### src/rtl/potential_updater_pkg.sv
// Shared definitions for the neuron potential updater: FSM encoding, default
// neuron constants and the saturating adder used by the LIF datapath.
package potential_updater_pkg;

    typedef enum logic [2:0] {
        IDLE,
        RD_REQ,
        RD_WAIT,
        CALC,
        WR_REQ
    } state_e;

    localparam int DEFAULT_THRESH  = 1000;
    localparam int DEFAULT_V_RESET = 0;
    localparam logic [7:0] STALL_MAX = 8'd255;

    // Operands arrive sign-extended to 64 bits, so for width <= 63 the raw sum
    // cannot overflow and can be clamped to the signed range of 'width' bits.
    function automatic logic signed [63:0] sat_add(
        input logic signed [63:0] a,
        input logic signed [63:0] b,
        input int                 width
    );
        logic signed [63:0] sum;
        logic signed [63:0] maxV;
        logic signed [63:0] minV;
        sum  = a + b;
        maxV = (64'sd1 <<< (width - 1)) - 64'sd1;
        minV = -maxV - 64'sd1;
        if (sum > maxV) begin
            return maxV;
        end
        if (sum < minV) begin
            return minV;
        end
        return sum;
    endfunction

endpackage

### src/rtl/potential_updater_lif.sv
// Combinational LIF step: saturating potential + weight, threshold compare,
// and selection of the value to write back.
module lif_calc
    import potential_updater_pkg::*;
#(
    parameter int WIDTH   = 32,
    parameter int THRESH  = DEFAULT_THRESH,
    parameter int V_RESET = DEFAULT_V_RESET
) (
    input  logic signed [WIDTH-1:0] pot_i,
    input  logic signed [WIDTH-1:0] weight_i,
    output logic                    fire_o,
    output logic signed [WIDTH-1:0] wr_data_o
);

    localparam logic signed [63:0]      THRESH_L  = 64'(THRESH);
    localparam logic signed [WIDTH-1:0] V_RESET_W = WIDTH'(V_RESET);

    logic signed [63:0] wideSum;

    // The compare is done in 64-bit space; the saturated sum always fits WIDTH.
    always_comb begin
        wideSum   = sat_add({{(64-WIDTH){pot_i[WIDTH-1]}}, pot_i},
                            {{(64-WIDTH){weight_i[WIDTH-1]}}, weight_i},
                            WIDTH);
        fire_o    = (wideSum >= THRESH_L);
        wr_data_o = fire_o ? V_RESET_W : wideSum[WIDTH-1:0];
    end

endmodule

### src/rtl/potential_updater.sv
// Read-modify-write client that applies one synaptic event at a time to a
// shared neuron potential memory through arbitrated read and write ports.
module potential_updater
    import potential_updater_pkg::*;
#(
    parameter int WIDTH   = 32,
    parameter int DEPTH   = 16,
    parameter int THRESH  = DEFAULT_THRESH,
    parameter int V_RESET = DEFAULT_V_RESET
) (
    input  logic                        clk,
    input  logic                        rst,
    input  logic                        ev_valid,
    output logic                        ev_ready,
    input  logic [$clog2(DEPTH)-1:0]    ev_addr,
    input  logic signed [WIDTH-1:0]     ev_weight,
    output logic                        rd_req,
    input  logic                        rd_grant,
    output logic [$clog2(DEPTH)-1:0]    rd_addr,
    input  logic signed [WIDTH-1:0]     rd_data,
    input  logic                        rd_flag,
    output logic                        wr_req,
    input  logic                        wr_grant,
    output logic [$clog2(DEPTH)-1:0]    wr_addr,
    output logic signed [WIDTH-1:0]     wr_data,
    output logic                        spike_valid,
    output logic [$clog2(DEPTH)-1:0]    spike_addr,
    output logic                        busy,
    output logic [7:0]                  stall_cnt
);

    localparam int AW = $clog2(DEPTH);

    state_e                  state_q;
    logic [AW-1:0]           addr_q;
    logic signed [WIDTH-1:0] weight_q;
    logic signed [WIDTH-1:0] pot_q;
    logic signed [WIDTH-1:0] wr_data_q;
    logic                    rd_req_q;
    logic                    wr_req_q;
    logic                    ev_ready_q;
    logic                    busy_q;
    logic [7:0]              stall_cnt_q;
    logic [7:0]              stall_cnt_d;

    logic                    calcFire;
    logic signed [WIDTH-1:0] calcWrData;

    lif_calc #(
        .WIDTH   (WIDTH),
        .THRESH  (THRESH),
        .V_RESET (V_RESET)
    ) u_lif_calc (
        .pot_i     (pot_q),
        .weight_i  (weight_q),
        .fire_o    (calcFire),
        .wr_data_o (calcWrData)
    );

    always_comb begin
        stall_cnt_d = (stall_cnt_q == STALL_MAX) ? stall_cnt_q : stall_cnt_q + 8'd1;
    end

    // A flag-0 grant keeps the FSM in RD_REQ but drops rd_req_q for one cycle;
    // grants seen while rd_req_q is low are ignored.
    always_ff @(posedge clk or negedge rst) begin
        if (!rst) begin
            state_q     <= IDLE;
            addr_q      <= '0;
            weight_q    <= '0;
            pot_q       <= '0;
            wr_data_q   <= '0;
            rd_req_q    <= 1'b0;
            wr_req_q    <= 1'b0;
            ev_ready_q  <= 1'b1;
            busy_q      <= 1'b0;
            stall_cnt_q <= '0;
        end else begin
            case (state_q)
                IDLE: begin
                    if (ev_valid && ev_ready_q) begin
                        addr_q     <= ev_addr;
                        weight_q   <= ev_weight;
                        ev_ready_q <= 1'b0;
                        busy_q     <= 1'b1;
                        rd_req_q   <= 1'b1;
                        state_q    <= RD_REQ;
                    end
                end
                RD_REQ: begin
                    if (!rd_req_q) begin
                        rd_req_q <= 1'b1;
                    end else if (rd_grant) begin
                        rd_req_q <= 1'b0;
                        if (rd_flag) begin
                            state_q <= RD_WAIT;
                        end else begin
                            stall_cnt_q <= stall_cnt_d;
                        end
                    end
                end
                RD_WAIT: begin
                    pot_q   <= rd_data;
                    state_q <= CALC;
                end
                CALC: begin
                    wr_data_q <= calcWrData;
                    wr_req_q  <= 1'b1;
                    state_q   <= WR_REQ;
                end
                WR_REQ: begin
                    if (wr_grant) begin
                        wr_req_q   <= 1'b0;
                        ev_ready_q <= 1'b1;
                        busy_q     <= 1'b0;
                        state_q    <= IDLE;
                    end
                end
                default: begin
                    state_q <= IDLE;
                end
            endcase
        end
    end

    assign ev_ready    = ev_ready_q;
    assign busy        = busy_q;
    assign rd_req      = rd_req_q;
    assign rd_addr     = addr_q;
    assign wr_req      = wr_req_q;
    assign wr_addr     = addr_q;
    assign wr_data     = wr_data_q;
    assign spike_valid = (state_q == CALC) && calcFire;
    assign spike_addr  = addr_q;
    assign stall_cnt   = stall_cnt_q;

endmodule

### config.mk
export PLATFORM = sky130hd
export DESIGN_NAME = potential_updater
export DESIGN_NICKNAME = d
export VERILOG_FILES = /design/src/rtl/potential_updater_pkg.sv /design/src/rtl/potential_updater_lif.sv /design/src/rtl/potential_updater.sv
export SDC_FILE = /design/constraint.sdc
export NUM_CORES = 1
export LEC_CHECK = 0
export BUFFER_PORTS_ARGS = -buffer_cell sky130_fd_sc_hd__clkbuf_2
export CAP_MARGIN = 20
export CORE_MARGIN = 1
export CORE_UTILIZATION = 30
export DETAILED_ROUTE_END_ITERATION = 7
export PLACE_DENSITY = 0.53
export SYNTH_ARGS = -nofsm -noshare
export SYNTH_HDL_FRONTEND = slang
export SYNTH_SLANG_ARGS = --single-unit
### constraint.sdc
create_clock -name clk -period 4.6 [get_ports clk]
set_input_delay 0.46 -clock clk [delete_from_list [all_inputs] [get_ports clk]]
set_output_delay 0.46 -clock clk [all_outputs]
set_load 0.02 [all_outputs]
Word-level counts from Yosys, hierarchy flattened --
Index checks and enable logic that the tools add are counted.
Storage, ports and cells: input bits 74, logic and storage cells 63, register bits after elaboration 115, output and inout port bits 57
Operators by class: bitwise logic cells 2, muxes and demuxes 24, order comparisons 3, reduce and logical (&&, ||, !) cells 12, equality and inequality tests 10, add/subtract/negate cells 2
Operator list (number):
- $mux 64 | 4
- $ge 64x11->1 const B | 1
- $gt 64x32->1 const B | 1
- $lt 64x32->1 const B | 1
- $add 32x32->33 | 1
- $mux 32 | 1
- $mux 3 | 5
- $pmux 3 s5 | 1
- $ne 2x2->1 const B | 5
- $reduce_and 5->1 | 2
- $mux 1 | 9
- $add 8x1->8 const B | 1
- $eq 8x8->1 const B | 1
- $pmux 1 s2 | 4
- $eq 3x2->1 const B | 2
- $reduce_and 2->1 | 3
- $reduce_bool 2->1 | 3
- $eq 3x1->1 const B | 1
- $eq 3x3->1 const B | 1
- $logic_not 3->1 | 1
- $reduce_and 3->1 | 1
- $logic_and 1x1->1 | 2
- $not 1->1 | 2

Longest topological paths before layout --
word-level depth 8, mapped depth 13, gate-level depth less buffers 12

By module --
From an unflattened synthesis, not the netlist that was laid out.
Second synthesis, totals: cell total of the unflattened synthesis 689, area, all modules 7277.0 um2
By module, submodules not included:
- potential_updater | area an instance 4588.2 um2, times used 1, cells each 294
- lif_calc | area an instance 2688.8 um2, times used 1, cells each 395

Least setup slack after synthesis --
OpenSTA, ideal clock, no wires.
kind reg2out, start register pot_q[0], end output spike_valid, path slack 0.954 ns, cell stages (with the launch flop) 14, arrival 3.186 ns, path through dfrtp_1 > ha_1 > inv_1 > fa_1 > nand2b_1 > a21o_1 > a2111oi_2 > a31oi_1 > and3_1 > or4_1 > nor4_1 > nand4_1 > buf_2 > and2_1
Between the ends: longest elaborated chain between the ends 8, elaborated cells between the ends (all ways) 11
RTL lines:
- start: declaration | line potential_updater.sv:37 | logic signed [WIDTH-1:0] pot_q;
- start signal: assignment | line potential_updater.sv:103 | pot_q <= rd_data;
- $add 32x32->33 (*) | line potential_updater_pkg.sv:27 | sum = a + b;
- $lt 64x32->1 | line potential_updater_pkg.sv:33 | if (sum < minV) begin
- $mux 1 (2 in a row) | line potential_updater_pkg.sv:33
- $mux 64 | line potential_updater_pkg.sv:36 | return sum;
- $mux 64 (*) | line potential_updater_pkg.sv:33
- $ge 64x11->1 (*) | line potential_updater_lif.sv:26 | fire_o = (wideSum >= THRESH_L);
- $logic_and 1x1->1 (*) | line potential_updater.sv:133 | assign spike_valid = (state_q == CALC) && calcFire;
- end: declaration | line potential_updater.sv:26 | output logic spike_valid,
Mark *: on every way between the ends. The rest lies on a longest branch, timed or not. The select of a mux whose other input is x is not followed.

Worst setup path in the final report --
Ends and elaborated chain as after synthesis.

==> flow_summary.html <==
<table>
<tr><th>Metric</th><th>Value</th></tr>
<tr><th colspan="2">Status</th></tr>
<tr><td>Run status</td><td>complete, no violations</td></tr>
<tr><th colspan="2">Timing</th></tr>
<tr><td>Slew Limit Headroom</td><td>41.2%</td></tr>
<tr><td>Pins over their slew limit</td><td>0</td></tr>
<tr><td>Max Fclk</td><td>0.228 GHz</td></tr>
<tr><td>Total negative slack for setup checks</td><td>0 ps</td></tr>
<tr><td>Final worst path period need</td><td>4380 ps</td></tr>
<tr><td>Worst clock skew on the final layout</td><td>13.4 ps</td></tr>
<tr><td>Endpoints failing hold</td><td>0</td></tr>
<tr><td>Setup-violating endpoint count in the final report</td><td>0</td></tr>
<tr><td>Post-route worst setup slack</td><td>220 ps</td></tr>
<tr><td>Unrepaired setup endpoints after global routing</td><td>false</td></tr>
<tr><td>Slew at the pin with the worst max-slew slack</td><td>883 ps</td></tr>
<tr><td>Worst hold slack</td><td>255 ps</td></tr>
<tr><td>Crit share post-route</td><td>95.2%</td></tr>
<tr><th colspan="2">Final layout</th></tr>
<tr><td>Post-route standard cell area excluding fillers</td><td>8230 um^2</td></tr>
<tr><td>Area of the multi-input gates</td><td>3650 um^2</td></tr>
<tr><td>Layout overhead on the synthesized area</td><td>22.5%</td></tr>
<tr><td># diodes</td><td>0</td></tr>
<tr><td>Number of fillers in the final layout</td><td>2,265</td></tr>
<tr><td>Post-layout util</td><td>37.6%</td></tr>
<tr><td>Layout Cells excl Fill</td><td>1,071</td></tr>
<tr><td>Area occupied by registers</td><td>2880 um^2</td></tr>
<tr><td>Fraction of final layout cells sized beyond drive strength 1</td><td>32.9%</td></tr>
<tr><td>Number of nets in the final layout</td><td>886</td></tr>
<tr><th colspan="2">Critical path</th></tr>
<tr><td>Number of buffers and inverters on the critical path</td><td>2</td></tr>
<tr><td>Cell-by-cell trace of the critical path</td><td>ha_1 &gt; inv_1 &gt; fa_1 &gt; nand2b_1 &gt; a21o_1 &gt; a2111oi_4 &gt; a31oi_1 &gt; and3_1 &gt; or4_1 &gt; nor4_1 &gt; nand4_1 &gt; and2_1 &gt; clkbuf_2</td></tr>
<tr><td>Crit path required time</td><td>4140 ps</td></tr>
<tr><td>Critical-path cell with the highest stage delay</td><td>or4_1</td></tr>
<tr><td>Worst-path fanout max</td><td>3</td></tr>
<tr><td>Crit Reg-Reg Startpoint</td><td>pot_q[0]</td></tr>
<tr><td>Crit Path Class</td><td>reg -&gt; out</td></tr>
<tr><td>Worst R2R Setup Slack</td><td>950 ps</td></tr>
<tr><td>Setup crit start kind</td><td>register</td></tr>
<tr><td>CP delay by family, top</td><td>simple AND/OR/NAND/NOR gates</td></tr>
<tr><td>Stage delay of the slowest cell on the critical path</td><td>520 ps</td></tr>
<tr><td>R2R cell count</td><td>13</td></tr>
<tr><td>Critical path depth in cells</td><td>13</td></tr>
<tr><td>Arrival time worst endpoint</td><td>3920 ps</td></tr>
<tr><td>RR Endpoint</td><td>wr_data[28]</td></tr>
<tr><td>Critical Path End Type</td><td>output port</td></tr>
<tr><th colspan="2">Floorplan</th></tr>
<tr><td>Die Outline Area</td><td>23,000 um^2</td></tr>
<tr><td>Starting density of the core</td><td>30.7%</td></tr>
<tr><td>Chip Width</td><td>152 um</td></tr>
<tr><td>Ports placed on the boundary</td><td>131</td></tr>
<tr><td>Standard-cell rows</td><td>54</td></tr>
<tr><td>Die Y</td><td>152 um</td></tr>
<tr><td>Std-Cell Core Area</td><td>21,900 um^2</td></tr>
<tr><th colspan="2">Clocking</th></tr>
<tr><td>Clock tree from TritonCTS</td><td>done</td></tr>
<tr><td>TritonCTS buffer count</td><td>17</td></tr>
<tr><td>Clock edge transition at the registers on the reported setup and hold paths</td><td>50 ps</td></tr>
<tr><td>Count of clock tree sinks</td><td>115</td></tr>
<tr><td>Skew-Pair Late Insertion Delay</td><td>420 ps</td></tr>
<tr><td>Clock Path Buffers</td><td>2</td></tr>
<tr><td>Clock Tree Root</td><td>clkbuf_16</td></tr>
<tr><td>CTS H-tree lvls</td><td>4</td></tr>
<tr><th colspan="2">Placed design</th></tr>
<tr><td>Worst slack after detailed placement</td><td>503 ps</td></tr>
<tr><td>Placed inst area</td><td>7590 um^2</td></tr>
<tr><td>Final HPWL from detailed placement</td><td>14,100 um</td></tr>
<tr><td>Count of buffers inserted at the top-level ports</td><td>130</td></tr>
<tr><td>RD Place Congestion</td><td>0.873</td></tr>
<tr><td>Cell total after placement</td><td>1,036</td></tr>
<tr><th colspan="2">Route</th></tr>
<tr><td>Post-detailed-route DRC marker count</td><td>0</td></tr>
<tr><td>Vias after detailed routing</td><td>5,519</td></tr>
<tr><td>Routed wire length per instance</td><td>17.2 um</td></tr>
<tr><td>Routed vias/inst</td><td>5.15</td></tr>
<tr><td>Number of routed nets with antenna violations</td><td>0</td></tr>
<tr><td>Number of violations reported at the end of detailed-routing iteration 0</td><td>279</td></tr>
<tr><td>WL final</td><td>18,400 um</td></tr>
<tr><td>Detailed-router iteration count before antenna repair</td><td>4</td></tr>
<tr><th colspan="2">Synth</th></tr>
<tr><td>Library cell with the highest instance count after synthesis</td><td>dfrtp_1</td></tr>
<tr><td>Top cells by count, synth</td><td>dfrtp_1 (114), mux2_2 (68), a21oi_1 (57)</td></tr>
<tr><td>Register bit count reported by yosys</td><td>115</td></tr>
<tr><td>Biggest area contributors in the synthesized netlist</td><td>dfrtp_1 (42%), mux2_2 (11%), ha_1 (6.1%)</td></tr>
<tr><td>Yosys cell types</td><td>68</td></tr>
<tr><td>Portion of the post-synthesis area used by sequential elements</td><td>42.8%</td></tr>
<tr><td>Adder-cell share of the synthesized area</td><td>6.44%</td></tr>
<tr><td>Fraction of synthesized cell area in xor and xnor cells</td><td>3.39%</td></tr>
<tr><td>Dominant combinational cell family by area after synthesis</td><td>compound AO/OA/AOI/OAI gates</td></tr>
<tr><td>Post-synth top area cell</td><td>dfrtp_1</td></tr>
<tr><td>Area share of the largest cell type after synthesis</td><td>42.4%</td></tr>
<tr><td>Mean instance size in the synthesized netlist</td><td>10.2 um^2</td></tr>
<tr><td>Count of synthesis-stage warnings from yosys</td><td>0</td></tr>
<tr><td>Main synth FF type</td><td>dfrtp_1</td></tr>
<tr><td>Number of nets in the synthesized netlist</td><td>769</td></tr>
<tr><td>Share of synthesized area spent on multiplexers</td><td>12.2%</td></tr>
<tr><td>Post-synthesis instance area</td><td>6720 um^2</td></tr>
<tr><td>Number of instances in the synthesized netlist</td><td>661</td></tr>
<tr><td>Synth Area in Compound Gates</td><td>19.3%</td></tr>
<tr><td>Post-synth EDFFs</td><td>0</td></tr>
<tr><td>Fraction of synthesis flops using an asynchronous set or reset pin</td><td>100%</td></tr>
<tr><td>Post-synthesis share of cell area spent on and, or, nand and nor gates</td><td>12.2%</td></tr>
<tr><th colspan="2">GRT</th></tr>
<tr><td>Met2 Use GR</td><td>24.9%</td></tr>
<tr><td>GR Layer Usage met3</td><td>3.83%</td></tr>
<tr><td>Via count of the first global-routing pass</td><td>5,321</td></tr>
<tr><td>Met1 Usage GRT</td><td>23.9%</td></tr>
<tr><td>Most used routing layer in global routing</td><td>met2</td></tr>
<tr><td>Maximum number of pins on one net before global-route repair</td><td>79</td></tr>
<tr><td>Total overflow reported by the global router</td><td>0</td></tr>
<tr><td>Total GRT Usage</td><td>16.8%</td></tr>
<tr><td>First-pass GRT wire length</td><td>29,400 um</td></tr>
<tr><td>Number of antenna violations at the first check in global routing</td><td>0</td></tr>
<tr><th colspan="2">Hold path</th></tr>
<tr><td>Worst hold-check path type</td><td>in -&gt; reg</td></tr>
<tr><td>Startpoint of the tightest hold check path</td><td>ev_weight[1]</td></tr>
<tr><td>Number of instances on the worst hold path</td><td>3</td></tr>
<tr><td>Endpoint with the worst hold slack</td><td>weight_q[1]</td></tr>
<tr><th colspan="2">Pwr</th></tr>
<tr><td>Power density over the cells</td><td>281 nW/um^2</td></tr>
<tr><td>Peak VDD IR</td><td>0.201 mV</td></tr>
<tr><td>Leakage dissipation</td><td>4.11 nW</td></tr>
<tr><td>Post-layout total power</td><td>2.31 mW</td></tr>
<tr><th colspan="2">Job</th></tr>
<tr><td>Maximum Capacitance Violations</td><td>0</td></tr>
</table>
-- layout make-up --
cell class,instances,area share (%)
Clock buffer,26,6.06
Clock inverter,6,0.669
Sequential cell,115,35.0
Inverter,11,0.501
Multi-Input combinational cell,492,44.3
Tap cell,280,4.25
Timing Repair Buffer,141,9.21
-- registers in the layout (all words and copies together), names as in the netlist --
signal and flops:
pot_q 32, weight_q 32, wr_data 32, stall_cnt 8, rd_addr 4, state_q 3, busy 1, ev_ready 1
rd_req 1, wr_req 1
-- layout by cell type (no fill, tap or decap), drive strengths merged, types with 12 or more instances in the layout --
master	netlist	routed
o21ai	27	27
clkbuf	22	155
nand4	14	14
a21o	12	12
o22ai	17	17
a21oi	62	62
nor2	55	55
dfrtp	114	114
ha	33	33
xnor2	18	18
mux2	69	69
nand2	40	40
and2	13	13
-- worst min-delay path, cell delays in order --
cell and delay, ps:
clkbuf_2 80, nand2_1 40, o21ai_0 60
-- timing repair --
| item | CTS | global route |
|---|---|---|
| hold buffers | 0 | 1 |
| endpoints found under the setup margin | 0 | 1 |
| gates resized for setup | 0 | 8 |
| buffers inserted | 0 | 1 |
| hold endpoints to repair | 0 | 1 |
-- kinds of logic (layout without fill, tap and decap cells) --
group,after synthesis,after routing
buffers and inverters,54,184
flip-flops,115,115
multiplexers,73,73
AO/OA/AOI/OAI,190,190
XOR/XNOR,26,26
adder cells (fa/ha/maj),34,34
AND/OR/NAND/NOR,169,169
-- layer usage --
layer | routed length [um] | vias up
met3 | 900 | 15
met4 | 241 | 0
met1 | 8970 | 2687
li1 | - | 2684
met2 | 8270 | 133
met5 | 0 | -
-- report_power, final --
part	switching, mW	internal (mW)	leakage (nW)
Combinational	0.0308	0.0262	2.24
Clock	0.449	0.794	0.278
Sequential	0	1.01	1.59
-- worst max path at each step --
| stage | from | endpoint | slack (ps) |
|---|---|---|---|
| after global placement | pot_q[0] | spike_valid | 540 |
| final | pot_q[0] | spike_valid | 220 |
| after detailed placement | pot_q[0] | spike_valid | 500 |
| after CTS | pot_q[0] | spike_valid | 30 |
| after floorplan | pot_q[0] | spike_valid | 950 |
| after global routing | pot_q[0] | spike_valid | 10 |
Power figures use the tool's default switching activity.
